==> config.mk <==
export PLATFORM = sky130hd
export DESIGN_NAME = rf_wb_arbiter
export DESIGN_NICKNAME = d
export VERILOG_FILES = /design/src/rtl/rf_pkg.sv /design/src/rtl/rr_arbiter.sv /design/src/rtl/rf_wb_arbiter.sv
export SDC_FILE = /design/constraint.sdc
export NUM_CORES = 1
export LEC_CHECK = 0
export ABC_AREA = 1
export ABC_CLOCK_PERIOD_IN_PS = 2840
export BUFFER_PORTS_ARGS = -buffer_cell sky130_fd_sc_hd__buf_2
export CAP_MARGIN = 20
export CORE_ASPECT_RATIO = 0.75
export CORE_MARGIN = 1.5
export CORE_UTILIZATION = 40
export DETAILED_ROUTE_END_ITERATION = 6
export GPL_ROUTABILITY_DRIVEN = 0
export PLACE_DENSITY_LB_ADDON = 0.05
export SYNTH_ARGS = -nofsm -noshare
export SYNTH_HDL_FRONTEND = slang
export SYNTH_SLANG_ARGS = --single-unit
export TNS_END_PERCENT = 50
==> constraint.sdc <==
create_clock -name clk -period 2.84 [get_ports clk]
set_input_delay 0.142 -clock clk [delete_from_list [all_inputs] [get_ports clk]]
set_output_delay 0.142 -clock clk [all_outputs]
set_load 0.02 [all_outputs]
==> src/rtl/rf_pkg.sv <==
// ---------------------------------------------------------------------------
// rf_pkg
//   Shared constants for the register-file writeback path.
//   REG_AW     : register address width (32 architectural registers)
//   XLEN       : register data width
//   NUM_WB_SRC : number of writeback sources sharing the RF write port
//   wb_src_e   : source IDs, also the requester index at the arbiter
//   rr_next    : round-robin successor of an index, wrapping mod n
// ---------------------------------------------------------------------------
package rf_pkg;

    localparam int REG_AW     = 5;
    localparam int XLEN       = 32;
    localparam int NUM_WB_SRC = 3;

    typedef enum logic [1:0] {
        SRC_ALU = 2'd0,
        SRC_LSU = 2'd1,
        SRC_MDU = 2'd2
    } wb_src_e;

    function automatic int rr_next(input int idx, input int n);
        return (idx + 1 >= n) ? 0 : idx + 1;
    endfunction

endpackage

==> src/rtl/rr_arbiter.sv <==
// ---------------------------------------------------------------------------
// rr_arbiter
//   Round-robin arbiter with an owned priority pointer. The search starts at
//   the pointer and wraps; the first asserted request wins. After a grant the
//   pointer moves just past the winner, so a continuously asserting source
//   yields to the others.
//   clk, rst_n  : clock, asynchronous active-low reset
//   req_i       : request vector
//   hold_i      : 1 = grant nothing this cycle
//   gnt_o       : one-hot grant (forced to zero while in reset)
//   gnt_idx_o   : index of the winner (valid when gnt_vld_o)
//   gnt_vld_o   : a grant is issued this cycle
// ---------------------------------------------------------------------------
module rr_arbiter
    import rf_pkg::*;
#(
    parameter int NREQ = 3,
    localparam int IW  = $clog2(NREQ)
) (
    input  logic            clk,
    input  logic            rst_n,
    input  logic [NREQ-1:0] req_i,
    input  logic            hold_i,
    output logic [NREQ-1:0] gnt_o,
    output logic [IW-1:0]   gnt_idx_o,
    output logic            gnt_vld_o
);

    logic [IW-1:0] ptr_q;
    logic [IW-1:0] idx;
    logic          found;
    int            cand;

    always_comb begin
        cand  = 0;
        found = 1'b0;
        idx   = '0;
        for (int off = 0; off < NREQ; off++) begin
            cand = int'(ptr_q) + off;
            if (cand >= NREQ) cand = cand - NREQ;
            if (!found && req_i[cand]) begin
                found = 1'b1;
                idx   = IW'(cand);
            end
        end
    end

    // rst_n gates the grant combinationally so no handshake can complete
    // while the block is held in reset.
    assign gnt_vld_o = found && !hold_i && rst_n;
    assign gnt_idx_o = idx;
    assign gnt_o     = gnt_vld_o ? (NREQ'(1) << idx) : '0;

    always_ff @(posedge clk or negedge rst_n) begin
        if (!rst_n) begin
            ptr_q <= '0;
        end else if (gnt_vld_o) begin
            ptr_q <= IW'(rr_next(int'(idx), NREQ));
        end
    end

endmodule

==> src/rtl/rf_wb_arbiter.sv <==
// ---------------------------------------------------------------------------
// rf_wb_arbiter
//   Shares the single RF write port among NREQ writeback sources, registers
//   the winning write for one cycle, and keeps the pending-write scoreboard
//   the issue stage uses for RAW/WAW stalls.
//   clk, rst_n           : clock, asynchronous active-low reset
//   req_valid/addr/data  : per-source write requests (slice i = source i)
//   req_ready            : one-hot grant; transfer on valid & ready
//   wb_hold              : suppress any grant this cycle
//   iss_valid, iss_rd    : issue-stage dispatch of an instruction writing rd
//   flush                : clear the scoreboard (arbiter/write stage unaffected)
//   rf_we/waddr/wdata    : registered RF write port
//   busy_vec             : bit r set while a write to r is pending; bit 0 = 0
// ---------------------------------------------------------------------------
module rf_wb_arbiter
    import rf_pkg::*;
#(
    parameter int NREQ = NUM_WB_SRC,
    parameter int AW   = REG_AW,
    parameter int DW   = XLEN
) (
    input  logic               clk,
    input  logic               rst_n,
    input  logic [NREQ-1:0]    req_valid,
    input  logic [NREQ*AW-1:0] req_addr,
    input  logic [NREQ*DW-1:0] req_data,
    output logic [NREQ-1:0]    req_ready,
    input  logic               wb_hold,
    input  logic               iss_valid,
    input  logic [AW-1:0]      iss_rd,
    input  logic               flush,
    output logic               rf_we,
    output logic [AW-1:0]      rf_waddr,
    output logic [DW-1:0]      rf_wdata,
    output logic [2**AW-1:0]   busy_vec
);

    localparam int IW   = $clog2(NREQ);
    localparam int NREG = 2**AW;

    logic [NREQ-1:0] gnt;
    logic [IW-1:0]   gnt_idx;
    logic            gnt_vld;
    logic [AW-1:0]   sel_addr;
    logic [DW-1:0]   sel_data;

    logic            rf_we_q;
    logic [AW-1:0]   rf_waddr_q;
    logic [DW-1:0]   rf_wdata_q;
    logic [NREG-1:0] busy_q, busy_d;

    rr_arbiter #(.NREQ(NREQ)) u_arb (
        .clk      (clk),
        .rst_n    (rst_n),
        .req_i    (req_valid),
        .hold_i   (wb_hold),
        .gnt_o    (gnt),
        .gnt_idx_o(gnt_idx),
        .gnt_vld_o(gnt_vld)
    );

    assign req_ready = gnt;
    assign sel_addr  = req_addr[int'(gnt_idx)*AW +: AW];
    assign sel_data  = req_data[int'(gnt_idx)*DW +: DW];

    // A granted write retires its scoreboard bit; a same-cycle issue to the
    // same register is a newer producer, so the set is applied last.
    always_comb begin
        busy_d = busy_q;
        if (flush) begin
            busy_d = '0;
        end else begin
            if (gnt_vld) busy_d[sel_addr] = 1'b0;
            if (iss_valid && iss_rd != '0) busy_d[iss_rd] = 1'b1;
        end
        busy_d[0] = 1'b0;
    end

    always_ff @(posedge clk or negedge rst_n) begin
        if (!rst_n) begin
            rf_we_q    <= 1'b0;
            rf_waddr_q <= '0;
            rf_wdata_q <= '0;
            busy_q     <= '0;
        end else begin
            // x0 writes are consumed but never reach the RF.
            rf_we_q <= gnt_vld && (sel_addr != '0);
            if (gnt_vld) begin
                rf_waddr_q <= sel_addr;
                rf_wdata_q <= sel_data;
            end
            busy_q <= busy_d;
        end
    end

    assign rf_we    = rf_we_q;
    assign rf_waddr = rf_waddr_q;
    assign rf_wdata = rf_wdata_q;
    assign busy_vec = busy_q;

    // Issue must stall on a busy destination; flush cancels the issue.
    a_no_issue_to_busy: assert property (@(posedge clk) disable iff (!rst_n)
        !(iss_valid && !flush && iss_rd != '0 && busy_q[iss_rd]));

endmodule

# Word level (Yosys, flattened, before mapping)
# Cells that the tools add are included.
classes:
  n_mul: 1
  eq_ne: 0
  n_addsub: 6
  div_mod_pow: 0
  n_shift: 3
  reduce_logical: 13
  magnitude_cmp: 11
  n_mux: 28
  bitwise_logic: 3
op_table:
  columns: ["op", "n"]
  rows:
  - ["$mux W32", 7]
  - ["$lt A32 B4 Y1 const B", 3]
  - ["$shiftx A96 B8 Y32", 1]
  - ["$ge A32 B3 Y1 const B", 2]
  - ["$sub A32 B3 Y32 const B", 2]
  - ["$and A32 B32 Y32", 1]
  - ["$not A32 Y32", 1]
  - ["$or A32 B32 Y32", 1]
  - ["$shiftx A15 B6 Y5", 1]
  - ["$lt A5 B6 Y1 const B", 2]
  - ["$mux W1", 11]
  - ["$demux W1 S5", 2]
  - ["$ge A5 B1 Y1 const B", 2]
  - ["$reduce_bool A5 Y1", 2]
  - ["$logic_and A1 B1 Y1", 8]
  - ["$mux W2", 4]
  - ["$add A2 B1 Y3 const B", 2]
  - ["$bmux W1 S2", 3]
  - ["$mul A2 B3 Y5 const B", 1]
  - ["$add A2 B2 Y3 const B", 1]
  - ["$ge A3 B2 Y1 const B", 1]
  - ["$logic_not A1 Y1", 3]
  - ["$mux W3", 1]
  - ["$shl A1 B2 Y3 const A", 1]
  - ["2 further kinds", 2]
totals:
  latchBits: 0
  romBits: 0
  ramBits: 0
  out_inout_bits: 73
  n_memories: 0
  regBits: 71

# Logic depth before layout (Yosys ltp)
logic_depth:
  depth_word: 25
  depth_mapped: 19
  ltp_nobuf: 19

# Modules after synthesis
# Synthesis repeated with hierarchy kept, for this count alone.
hier_totals:
  cells_unflattened: 589
  hier_area_um2: 4209.0
by_module_without_submodules:
  columns: ["mod", "instances", "area_each_um2", "cells_per_inst"]
  rows:
  - ["rf_wb_arbiter", 1, 3766.1, 518]
  - ["rr_arbiter", 1, 442.9, 71]

# Least setup slack after synthesis
# Ideal clock, no wire load.
synth_path:
  path_type: "reg2reg"
  start: "register u_arb.ptr_q[0]"
  end: "register busy_q[12] (netlist: busy_vec[12])"
  stages_incl_launch_ff: 17
  path_buffers: 1
  path_slack_ps: 667
  synth_period_minus_slack_ps: 2173
  required_time_ps: 2704
  setup_time_ps: 136
  t_arrival_ps: 2036
  cell_sequence: "dfrtp_1 inv_1 ha_1 nand2_1 nor2_1 a21oi_4 nand4_1 nand2_2 buf_6 nand2_1 nand2_1 nor2_4 nand2_2 nor2_4 nand2_1 nand2_1 a21oi_1"
synth_between:
  elab_chain_cells: 25
synth_rtl:
  columns: ["item", "line_no", "rtl"]
  rows:
  - ["start, declared", "rr_arbiter.sv:29", "logic [IW-1:0] ptr_q;"]
  - ["start signal, assigned", "rr_arbiter.sv:58", "ptr_q <= IW'(rr_next(int'(idx), NREQ));"]
  - ["parallel branches: the longest is 20 deep, another holds $sub A32 B3 Y32", null, null]
  - ["$mux W32 (*)", "rf_wb_arbiter.sv:73", "if (gnt_vld) busy_d[sel_addr] = 1'b0;"]
  - ["$mux W32 (*)", "rf_wb_arbiter.sv:70", "if (flush) begin"]
  - ["$or A32 B32 Y32 (no source line)", null, null]
  - ["$mux W32 (*)", "rf_wb_arbiter.sv:74", "if (iss_valid && iss_rd != '0) busy_d[iss_rd] = 1'b1;"]
  - ["$mux W32 (*)", "rf_wb_arbiter.sv:70", null]
  - ["net busy_d[12]", "rf_wb_arbiter.sv:50", "logic [NREG-1:0] busy_q, busy_d;"]
  - ["end signal, assigned", "rf_wb_arbiter.sv:92", "busy_q <= busy_d;"]
  - ["end, declared", "rf_wb_arbiter.sv:50", null]
# Mark *: on every way through the listed nets, which the timed path passes. The select of a mux whose other input is x is not followed.
# A chain may end at the register's enable or synchronous reset.

# Worst setup path after layout
layout_path:
  start: "register u_arb.ptr_q[0]"
  end: "output port req_ready[2]"
layout_between:
  elab_chain_cells: 15
layout_rtl:
  columns: ["item", "line_no", "rtl"]
  rows:
  - ["parallel branches: the longest is 14 deep, another holds $sub A32 B3 Y32", null, null]
  - ["$mux W3 (*)", "rr_arbiter.sv:52", "assign gnt_o = gnt_vld_o ? (NREQ'(1) << idx) : '0;"]
  - ["end, declared", "rf_wb_arbiter.sv:27", "output logic [NREQ-1:0] req_ready,"]
# Mark *: on every way between the ends. The select of a mux whose other input is x is not followed.

==> metrics.cfg <==
[outcome]
status=finished, final reports clean

[setup_path]
worstPathArrival_ps=2440
path_class=reg -> out
path_max_fanout=37
cp_data_required_time_ps=2700
worstSetupStartpointType=register
worst_setup_path_end_kind=primary output

[clocking]
cts_buffers=9
cts_sinks=71
clock_path_buffers=2
cts_root_buf=clkbuf_16
cts_tree=built
insertion_delay_ps=330
clk_pin_slew_worst_paths_ps=50
cts.htree.levels=3
postCtsHoldBufs=0

[logic_synthesis]
avgSynthCellArea_sq_um=7.58
ys_seq_area_frac=0.439
synth_top_family_by_area=simple AND/OR/NAND/NOR gates
yosys.area.top_type_share=0.439
yosys_warnings=0
synth_edf_count=0
synth_mux_area_frac=0
synthXorXnorAreaFrac=0
synthDistinctLibCells=30
synthArstFlopShare=1.00
synth_fp_nets=661
synth_compound_area_frac=0.185
synth_area_sq_um=4040
synthTopCellsByArea=dfrtp_1 44%, nand2_1 14%, a21oi_1 8.7%
synthAdderAreaFrac=0.0124
yosys.area.top_type=dfrtp_1
synth-seq-cells=71
netlist_instances=533
synth_simple_gate_area_frac=0.301
ys.flop_type=dfrtp_1

[grt]
antenna_found_initial=2
grt_pass1_wl_mm=21.2
first_global_vias=4234
grt.total_usage=0.251
grt-ovfl-total=0
grt_max_degree=72

[sta]
hold_viol=0
fin_crit_sh=0.909
grt_setup_unrepaired=no
worstMarginPinSlew_ps=928
clock_skew_ps=6.87
period_needed_ps=2580
finalSetupTns_ps=0
max_slew_margin=0.381
fmax_mhz=388
drv_slew=0
setup_viol=0

[run]
max_cap_violations=0

[finish]
final_cells=860
drive_above_1_share=0.351
final_nets=851
mostFrequentLayoutCells=195 x buf_2, 153 x nand2_1, 71 x dfrtp_1
layout.cells.most_common=buf_2
area_delta_synth_final_pct=34.2
fin_util=0.557

[power_and_ir_drop]
peakVddDrop_mv=0.677
p_per_area_nw_per_um2=1200
leakagePower_nw=2.78

[route]
routed-via-count=4417
drc=0
drtIter0Drc=308
ant_nets=0
drt_pass1_iterations=5
drt_wl_total_mm=13.0
via_per_inst=5.14
wl_per_cell_microns=15.1

[floorplanning]
ios=197
dieArea_sq_um=10700
start_util=0.415
die_h_microns=90.1
num_rows=31
die_x_microns=119
core_area_sq_um=9740

[place]
portBuffers=195
placed_cells=844
hpwl_mm=9.74

[worst_hold_path]
min_path_type=in -> async

## worst paths after layout
| check | startpoint | slack (ps) | depth (start not counted) | endpoint |
|---|---|---|---|---|
| setup / recovery | u_arb.ptr_q[0]$_DFFE_PN0P_ | 260 | 10 | req_ready[2] |
| hold / removal | rst_n | 20 | 2 | rf_wdata[1]$_DFFE_PN0P_ |
| setup reg to reg | u_arb.ptr_q[0]$_DFFE_PN0P_ | 290 | 16 | busy_vec[16]$_DFF_PN0_ |
| hold reg to reg | rf_waddr[1]$_DFFE_PN0P_ | 490 | 2 | rf_waddr[1]$_DFFE_PN0P_ |
| max in group asynchronous | rst_n | 2180 | 2 | rf_wdata[11]$_DFFE_PN0P_ |
| min in group clk | req_data[72] | 40 | 3 | rf_wdata[8]$_DFFE_PN0P_ |
## worst max-delay path, cell delays in order, from the launching register on
cell and delay [ps]:
dfrtp_1 390, inv_1 100, ha_2 310, nand2_1 80, nor2_1 70, a21oi_4 200, nand4_1 120, nand2_1 90
buf_4 370, nor2_1 150, buf_2 190
## synth_stat cells (2+ instances only)
| library cell | number |
|---|---|
| nand3_4 | 2 |
| inv_2 | 9 |
| nand2_1 | 153 |
| nand2_4 | 2 |
| o21ai_1 | 14 |
| buf_2 | 8 |
| a22oi_1 | 20 |
| buf_1 | 2 |
| nand2_2 | 8 |
| nor3_1 | 4 |
| nand4_1 | 4 |
| nor2_1 | 55 |
| inv_1 | 28 |
| nor2_4 | 5 |
| dfrtp_1 | 71 |
| clkbuf_1 | 11 |
| o21ai_0 | 8 |
| a41oi_1 | 12 |
| nand3_1 | 26 |
| ha_1 | 4 |
| nand3_2 | 6 |
| a21oi_1 | 70 |
| nor2_2 | 4 |
## kinds of logic (layout without fill, tap and decap cells)
group,Yosys count,after routing
AND/OR/NAND/NOR,270,270
AO/OA/AOI/OAI,127,127
flip-flops,71,71
buffers and inverters,60,254
adder cells (fa/ha/maj),4,4
other,1,2
## per-stage QoR
stage	hold WS [ps]	power (mW)	setup WS (ps)	cell area, sq um
after floorplan	-154	4.29	667	4040
after global placement	378	5.32	387	5140
after detailed placement	376	5.40	249	5140
after CTS	31.6	6.50	232	5420
after global routing	79.4	7.02	28.0	5430
final	24.9	6.49	259	5430
## state kept, by name (all words and copies together) (netlist names)
register     flops
busy_vec        31
rf_waddr         5
rf_wdata        32
rf_we            1
u_arb.ptr_q      2
## final cells by class
type                    instances  area, sq um
diodes                          1         2.50
clock buffers                  11          233
clock inverters                 4         47.5
fillers                       958         4310
inverters                      37          139
multi-input cells             402         2020
flip-flops and latches         71         1780
well taps                     132          165
repair buffers                202         1040
## what timing repair did
action | CTS | global route
gates resized for setup | 0 | 1
buffers inserted | 0 | 0
setup endpoints to repair | 0 | 7
## routing by layer
metal,part of all wire,track usage,vias up
met5,0.0013,0,-
met2,0.45,0.392,164
met4,0.021,0.0763,2
met3,0.070,0.0647,22
li1,-,-,2161
met1,0.45,0.341,2068
## where the power goes
group          total (mW)  internal (mW)  switching, mW  leakage (nW)
clock                1.08          0.672          0.413         0.135
combinational        3.95           1.19           2.77          1.75
sequential           1.45           1.31          0.149         0.891
(Power assumes the default switching activity.)
